--- src/rtl/freq_sel_pkg.sv ---
// Shared types and constants for the frequency-ring random-read arbiter.
package freq_sel_pkg;

    localparam int unsigned ADDR_W_DEF   = 7;
    localparam int unsigned DATA_W_DEF   = 14;
    localparam int unsigned DRAIN_CYCLES = 3;
    localparam int unsigned DRAIN_W      = 2;

    typedef enum logic [1:0] {
        ST_IDLE  = 2'd0,
        ST_ISSUE = 2'd1,
        ST_RESP  = 2'd2,
        ST_DRAIN = 2'd3
    } arb_state_e;

endpackage

--- src/rtl/rr_pick.sv ---
// Combinational round-robin picker: first set request searching cyclically from ptr+1.
module rr_pick #(
    parameter int unsigned N_REQ = 4,
    parameter int unsigned IDX_W = 2
) (
    input  logic [N_REQ-1:0] req,
    input  logic [IDX_W-1:0] ptr,
    output logic [N_REQ-1:0] grant_oh,
    output logic [IDX_W-1:0] grant_idx,
    output logic             grant_any
);

    logic [IDX_W-1:0] cand;

    always_comb begin
        grant_oh  = '0;
        grant_idx = '0;
        grant_any = 1'b0;
        cand      = '0;
        for (int unsigned k = 1; k <= N_REQ; k++) begin
            cand = IDX_W'((32'(ptr) + k) % N_REQ);
            if (!grant_any && req[cand]) begin
                grant_any      = 1'b1;
                grant_oh[cand] = 1'b1;
                grant_idx      = cand;
            end
        end
    end

endmodule

--- src/rtl/ring_rand_arb.sv ---
// Round-robin arbiter sharing the ring's random-read port among N_REQ requesters,
// with range check against the fill count and timeout/drain recovery.
module ring_rand_arb
    import freq_sel_pkg::*;
#(
    parameter int unsigned N_REQ   = 4,
    parameter int unsigned ADDR_W  = ADDR_W_DEF,
    parameter int unsigned DATA_W  = DATA_W_DEF,
    parameter int unsigned TIMEOUT = 255
) (
    input  logic                    clk,
    input  logic                    rst,
    input  logic [N_REQ-1:0]        req_valid,
    input  logic [N_REQ*ADDR_W-1:0] req_addr,
    output logic [N_REQ-1:0]        req_ready,
    output logic [N_REQ-1:0]        resp_valid,
    output logic [DATA_W-1:0]       resp_data,
    output logic                    resp_err,
    input  logic [ADDR_W-1:0]       ring_count,
    output logic [ADDR_W-1:0]       rand_rd_addr,
    output logic                    rand_rd_en,
    input  logic                    rand_rd_valid,
    input  logic [DATA_W-1:0]       ring_dout,
    output logic                    busy
);

    localparam int unsigned IDX_W = (N_REQ > 1) ? $clog2(N_REQ) : 1;
    localparam int unsigned TMR_W = 16;

    arb_state_e          state_q, state_d;
    logic [IDX_W-1:0]    rr_ptr_q, rr_ptr_d;
    logic [IDX_W-1:0]    gnt_q, gnt_d;
    logic [ADDR_W-1:0]   addr_q, addr_d;
    logic [DATA_W-1:0]   data_q, data_d;
    logic                err_q, err_d;
    logic [TMR_W-1:0]    timer_q, timer_d;
    logic [DRAIN_W-1:0]  drain_q, drain_d;
    logic                rd_en_q, rd_en_d;
    logic [ADDR_W-1:0]   rd_addr_q, rd_addr_d;
    logic [N_REQ-1:0]    resp_valid_q, resp_valid_d;
    logic [DATA_W-1:0]   resp_data_q, resp_data_d;
    logic                resp_err_q, resp_err_d;
    logic                busy_q, busy_d;

    logic [N_REQ-1:0]    pick_oh;
    logic [IDX_W-1:0]    pick_idx;
    logic                pick_any;
    logic [ADDR_W-1:0]   pick_addr;

    rr_pick #(
        .N_REQ (N_REQ),
        .IDX_W (IDX_W)
    ) u_pick (
        .req       (req_valid),
        .ptr       (rr_ptr_q),
        .grant_oh  (pick_oh),
        .grant_idx (pick_idx),
        .grant_any (pick_any)
    );

    always_comb begin
        pick_addr = '0;
        for (int unsigned i = 0; i < N_REQ; i++) begin
            if (pick_idx == IDX_W'(i)) pick_addr = req_addr[i*ADDR_W +: ADDR_W];
        end
    end

    // Next-state and transaction bookkeeping.
    always_comb begin
        state_d  = state_q;
        rr_ptr_d = rr_ptr_q;
        gnt_d    = gnt_q;
        addr_d   = addr_q;
        data_d   = data_q;
        err_d    = err_q;
        timer_d  = timer_q;
        drain_d  = drain_q;
        case (state_q)
            ST_IDLE: begin
                if (pick_any) begin
                    gnt_d    = pick_idx;
                    rr_ptr_d = pick_idx;
                    addr_d   = pick_addr;
                    if (pick_addr >= ring_count) begin
                        // Out-of-range takes a single DRAIN cycle so its response lands at T+2.
                        err_d   = 1'b1;
                        data_d  = '0;
                        drain_d = DRAIN_W'(DRAIN_CYCLES - 1);
                        state_d = ST_DRAIN;
                    end else begin
                        timer_d = '0;
                        state_d = ST_ISSUE;
                    end
                end
            end
            ST_ISSUE: begin
                if (rand_rd_valid) begin
                    data_d  = ring_dout;
                    err_d   = 1'b0;
                    state_d = ST_RESP;
                end else if (timer_q == TMR_W'(TIMEOUT - 1)) begin
                    err_d   = 1'b1;
                    data_d  = '0;
                    drain_d = '0;
                    state_d = ST_DRAIN;
                end else begin
                    timer_d = timer_q + TMR_W'(1);
                end
            end
            ST_DRAIN: begin
                if (drain_q == DRAIN_W'(DRAIN_CYCLES - 1)) state_d = ST_RESP;
                else                                       drain_d = drain_q + DRAIN_W'(1);
            end
            ST_RESP:  state_d = ST_IDLE;
            default:  state_d = ST_IDLE;
        endcase
    end

    // Registered outputs are derived from the upcoming state so they align with it.
    always_comb begin
        rd_en_d      = (state_d == ST_ISSUE);
        rd_addr_d    = (state_d == ST_ISSUE) ? addr_d : rd_addr_q;
        resp_valid_d = '0;
        resp_data_d  = resp_data_q;
        resp_err_d   = 1'b0;
        busy_d       = (state_d != ST_IDLE);
        if (state_d == ST_RESP) begin
            resp_valid_d[gnt_d] = 1'b1;
            resp_data_d         = data_d;
            resp_err_d          = err_d;
        end
    end

    always_ff @(posedge clk or posedge rst) begin
        if (rst) begin
            state_q      <= ST_IDLE;
            rr_ptr_q     <= IDX_W'(N_REQ - 1);
            gnt_q        <= '0;
            addr_q       <= '0;
            data_q       <= '0;
            err_q        <= 1'b0;
            timer_q      <= '0;
            drain_q      <= '0;
            rd_en_q      <= 1'b0;
            rd_addr_q    <= '0;
            resp_valid_q <= '0;
            resp_data_q  <= '0;
            resp_err_q   <= 1'b0;
            busy_q       <= 1'b0;
        end else begin
            state_q      <= state_d;
            rr_ptr_q     <= rr_ptr_d;
            gnt_q        <= gnt_d;
            addr_q       <= addr_d;
            data_q       <= data_d;
            err_q        <= err_d;
            timer_q      <= timer_d;
            drain_q      <= drain_d;
            rd_en_q      <= rd_en_d;
            rd_addr_q    <= rd_addr_d;
            resp_valid_q <= resp_valid_d;
            resp_data_q  <= resp_data_d;
            resp_err_q   <= resp_err_d;
            busy_q       <= busy_d;
        end
    end

    // Grant handshake is combinational; held off while reset is asserted.
    assign req_ready    = (state_q == ST_IDLE && !rst) ? pick_oh : '0;
    assign resp_valid   = resp_valid_q;
    assign resp_data    = resp_data_q;
    assign resp_err     = resp_err_q;
    assign rand_rd_addr = rd_addr_q;
    assign rand_rd_en   = rd_en_q;
    assign busy         = busy_q;

endmodule

--- config.mk ---
export PLATFORM = sky130hd
export DESIGN_NAME = ring_rand_arb
export DESIGN_NICKNAME = d
export VERILOG_FILES = /design/src/rtl/freq_sel_pkg.sv /design/src/rtl/rr_pick.sv /design/src/rtl/ring_rand_arb.sv
export SDC_FILE = /design/constraint.sdc
export NUM_CORES = 1
export LEC_CHECK = 0
export BUFFER_PORTS_ARGS = -buffer_cell sky130_fd_sc_hd__buf_2
export CORE_UTILIZATION = 35
export CTS_BUF_LIST = sky130_fd_sc_hd__clkbuf_4 sky130_fd_sc_hd__clkbuf_8 sky130_fd_sc_hd__clkbuf_16
export CTS_CLUSTER_SIZE = 14
export DETAILED_ROUTE_END_ITERATION = 10
export PLACE_DENSITY_LB_ADDON = 0.12
export SETUP_SLACK_MARGIN = 0.3
export SLEW_MARGIN = 10
export SYNTH_ARGS = -nofsm -noshare
export SYNTH_HDL_FRONTEND = slang
export SYNTH_SLANG_ARGS = --single-unit
--- constraint.sdc ---
create_clock -name clk -period 7.7 [get_ports clk]
set_clock_uncertainty 0.1 [all_clocks]
set_input_delay 1.54 -clock clk [delete_from_list [all_inputs] [get_ports clk]]
set_output_delay 1.54 -clock clk [all_outputs]
set_load 0.005 [all_outputs]
==> results by group <==
Die
  – Die X-Extent: 114 um
  – Die Area: 0.0131 sq mm
  – Initial core utilization: 36.4%
  – I/O Pins: 88
  – Die Span Y: 114 um
  – Core Footprint: 0.0122 sq mm
  – Num rows: 40

Setup path
  – Data arrival time of the worst path: 6350 ps
  – R2r setup slk: 1470 ps
  – CP max stage cell: dfstp_2
  – Most frequent cell on the critical path: mux2_2
  – Critical Path Source Type: register
  – R2R Path Start: rr_ptr_q[0]
  – Reg2Reg Depth: 17
  – CP max FO: 18
  – Worst r2r dst: rand_rd_addr[1]
  – CP Class: reg2reg
  – CP max stage delay: 770 ps
  – Crit path cell chain: clkinv_1, ha_1, mux4_2, nor2b_4, nor4_4, mux2_2, mux2i_2, mux2_2, ha_1, nand2b_1, a21o_1, a21oi_1, o211a_1, o21a_1, inv_2, nor2_1, mux2_2
  – Setup crit end kind: register
  – Worst EP required: 7810 ps

Detailed routing
  – ANT nets after route: 0
  – DRC: 0
  – Via density: 5.32
  – Vias: 3566
  – WL final: 10.5 mm
  – First-pass detailed-route iteration total: 4
  – Wire per inst: 15.6 um
  – Initial DRC count: 283

Finish
  – Area grow syn2layout: 20.2%
  – Nets@finish: 569
  – Share of cells above drive strength 1: 33.1%
  – Antenna cell count: 0
  – Non-filler cells, final: 670

Placed design
  – Port Buf Inserts: 87
  – Dpl cells: 654
  – HPWL after DPL: 7.41 mm
  – Gpl congestion: 0.843

Synth
  – Synth Register Bits: 74
  – Netlist cell types: 66
  – Ys flop type: dfrtp_1
  – Synth Instances: 418
  – Yosys Warn Count: 0
  – Seq/Total Area, Yosys: 41.9%
  – Net Count, Synth: 490
  – Cell Area, Synth: 0.00442 sq mm
  – Async S/R FF share, synth: 100%
  – Post-synth EDFFs: 0
  – Syn avg cell area: 10.6 sq um

Global routing
  – Global-route usage over all layers: 16.9%
  – Total gr overflow: 0
  – Vias in the first global route: 3448
  – Largest net degree at the start of global routing: 75
  – First-pass GRT wire length: 17.4 mm
  – Initial antenna violation count: 0

Min path
  – Endpoint, Worst Hold: addr_q[5]
  – Hold path depth: 2
  – Worst Hold Launch: addr_q[5]
  – Worst hold path class: reg2reg

Clock network
  – Clock buffer depth: 2
  – CTS H-tree depth: 3
  – CTS tree: done
  – Post-CTS setup buffers: 0
  – CTS Hold Bufs: 0
  – Number of clock sinks: 74
  – Post-cts resize count: 0
  – TritonCTS Buffers: 9
  – Clock Latency Late Sink: 330 ps
  – Clock root cell: clkbuf_16
  – Worst-path clk slew: 60 ps

STA
  – Rel. slew slack: 38.0%
  – Endpoints failing hold: 0
  – Final critical-path required period: 6230 ps
  – Tightest Pin Transition: 929 ps
  – Setup TNS: 0 ps
  – RSZ-0062 raised after global routing: no
  – Period utilization: 80.9%
  – Fmax: 160 MHz
  – Final setup fails: 0
  – Max-slew violation count: 0

Power
  – Int Pwr: 1.39 mW
  – VDD IR max: 0.156 mV
  – Power Density: 443 mW/mm^2
  – Sw Share: 40.8%
  – Logic pwr share: 53.7%
  – Switching component of the power: 0.961 mW
  – Register share of total power: 27.1%
  – Leak Pwr: 2.47 nW
  – Clk network pwr share: 19.2%

Run status
  – Status: finished clean

Flow run
  – Max Cap Viol: 0
[power groups by stage]
stage	clock, mW	combinational, mW	sequential (mW)
floorplan	0	1.00	0.606
global placement	0	1.25	0.642
detailed placement	0	1.27	0.643
CTS	0.464	1.28	0.638
global route	0.478	1.41	0.657
finish	0.451	1.26	0.638
[routing by layer]
layer | wire length, um | share of wire [%] | GRT usage, %
met5 | 0 | 0 | 0
met4 | 119 | 1.1 | 5.19
met3 | 457 | 4.4 | 3.34
met2 | 4710 | 45 | 26.3
met1 | 5180 | 49 | 23.7
[worst max-delay path by stage]
stage	from	end	slack [ps]	cells past startpoint
3_3_place_gp	req_valid[0]	rand_rd_addr[4]	1570	16
5_1_grt	rr_ptr_q[0]	rand_rd_addr[1]	920	17
6_report	rr_ptr_q[0]	rand_rd_addr[1]	1470	17
2_1_floorplan	rr_ptr_q[0]	rand_rd_addr[0]	2230	21
4_1_cts	rr_ptr_q[0]	rand_rd_addr[1]	1460	17
3_5_place_dp	req_valid[1]	rand_rd_addr[6]	1410	16
[sequential cells by signal, summed over array words and instances (netlist names)]
signal,flops
drain_q,2
resp_err,1
rand_rd_en,1
resp_data,14
addr_q,7
gnt_q,2
data_q,14
busy,1
timer_q,16
rr_ptr_q,2
resp_valid,4
state_q,2
err_q,1
rand_rd_addr,7
[layout make-up]
class / count / area (sq um)
fill: 1177 / 6840
multi-input combinational: 302 / 2390
sequential: 74 / 1850
timing repair buffer: 91 / 465
clock buffer: 10 / 233
tap: 168 / 210
clock inverter: 6 / 90.1
inverter: 19 / 71.3
[synthesized netlist by cell type, drive strengths merged, types with 4 or more instances]
cell type,number,share of area (%)
a21o,4,0.68
a21oi,23,2.6
a222oi,4,0.91
a22o,21,4.2
a31oi,5,0.85
and2,5,0.76
buf,11,1.4
clkbuf,12,1.0
dfrtp,72,41
ha,16,4.5
inv,18,1.5
mux2,24,6.1
mux2i,21,5.3
nand2,30,2.5
nand2b,8,1.1
nand3,8,0.91
nor2,23,2.1
nor2b,6,1.0
nor3,8,1.0
nor4,4,1.5
o21ai,15,1.7
o221ai,7,2.4
o31ai,25,4.4
or3,6,0.85
[critical path: cells and delay by family, from the launching register on]
family | cells | cell delay [ps]
adders and majority gates | 2 | 850
and+or+nand+nor | 4 | 1180
buffers and inverters | 2 | 660
AOI/OAI and AO/OA | 4 | 790
muxes | 5 | 1740
DFF | 1 | 770
[cell usage in the layout, fill, tap and decap left out, drive strengths merged, types with 2 or more instances in the layout]
master / Yosys / final
nand3b: 3 / 3
nand3: 8 / 8
dfstp: 2 / 2
nor2b: 6 / 6
nand2: 30 / 30
mux2i: 21 / 21
ha: 16 / 16
mux4: 3 / 3
a31oi: 5 / 5
o31ai: 25 / 25
clkbuf: 12 / 10
clkinv: 1 / 3
nor3: 8 / 8
and2: 5 / 5
nor2: 23 / 23
bufinv: 0 / 2
nand2b: 8 / 8
or3: 6 / 6
o21ai: 15 / 15
a22o: 21 / 21
inv: 18 / 19
nor4: 4 / 4
o21a: 2 / 2
a211oi: 3 / 3
a222oi: 4 / 4
a21oi: 23 / 23
o21bai: 2 / 2
and3: 3 / 3
o41ai: 3 / 3
o221ai: 7 / 7
mux2: 24 / 24
dfrtp: 72 / 72
buf: 11 / 91
a21o: 4 / 4
nor3b: 2 / 2
[per-stage QoR]
step	worst slack [ps]	hold slack [ps]	area, sq um	util [%]	total power [mW]
after floorplan	2230	342	4420	-	1.61
after global placement	1570	354	5000	41.1	1.90
after detailed placement	1410	363	5000	41.1	1.92
after CTS	1460	378	5320	43.7	2.38
after global routing	922	400	5320	43.7	2.55
final	1470	375	5320	43.7	2.35
[cell families (layout without fill, tap and decap cells)]
kind of cell,after synthesis,after routing,synth area share [%]
AOI/OAI and AO/OA,121,121,21.0
and+or+nand+nor,116,116,15.3
DFF,74,74,41.9
muxes,48,48,13.0
buffers and inverters,42,126,4.07
adders and majority gates,16,16,4.52
xor gates and xnor gates,1,1,0.198
(Power assumes the default switching activity.)
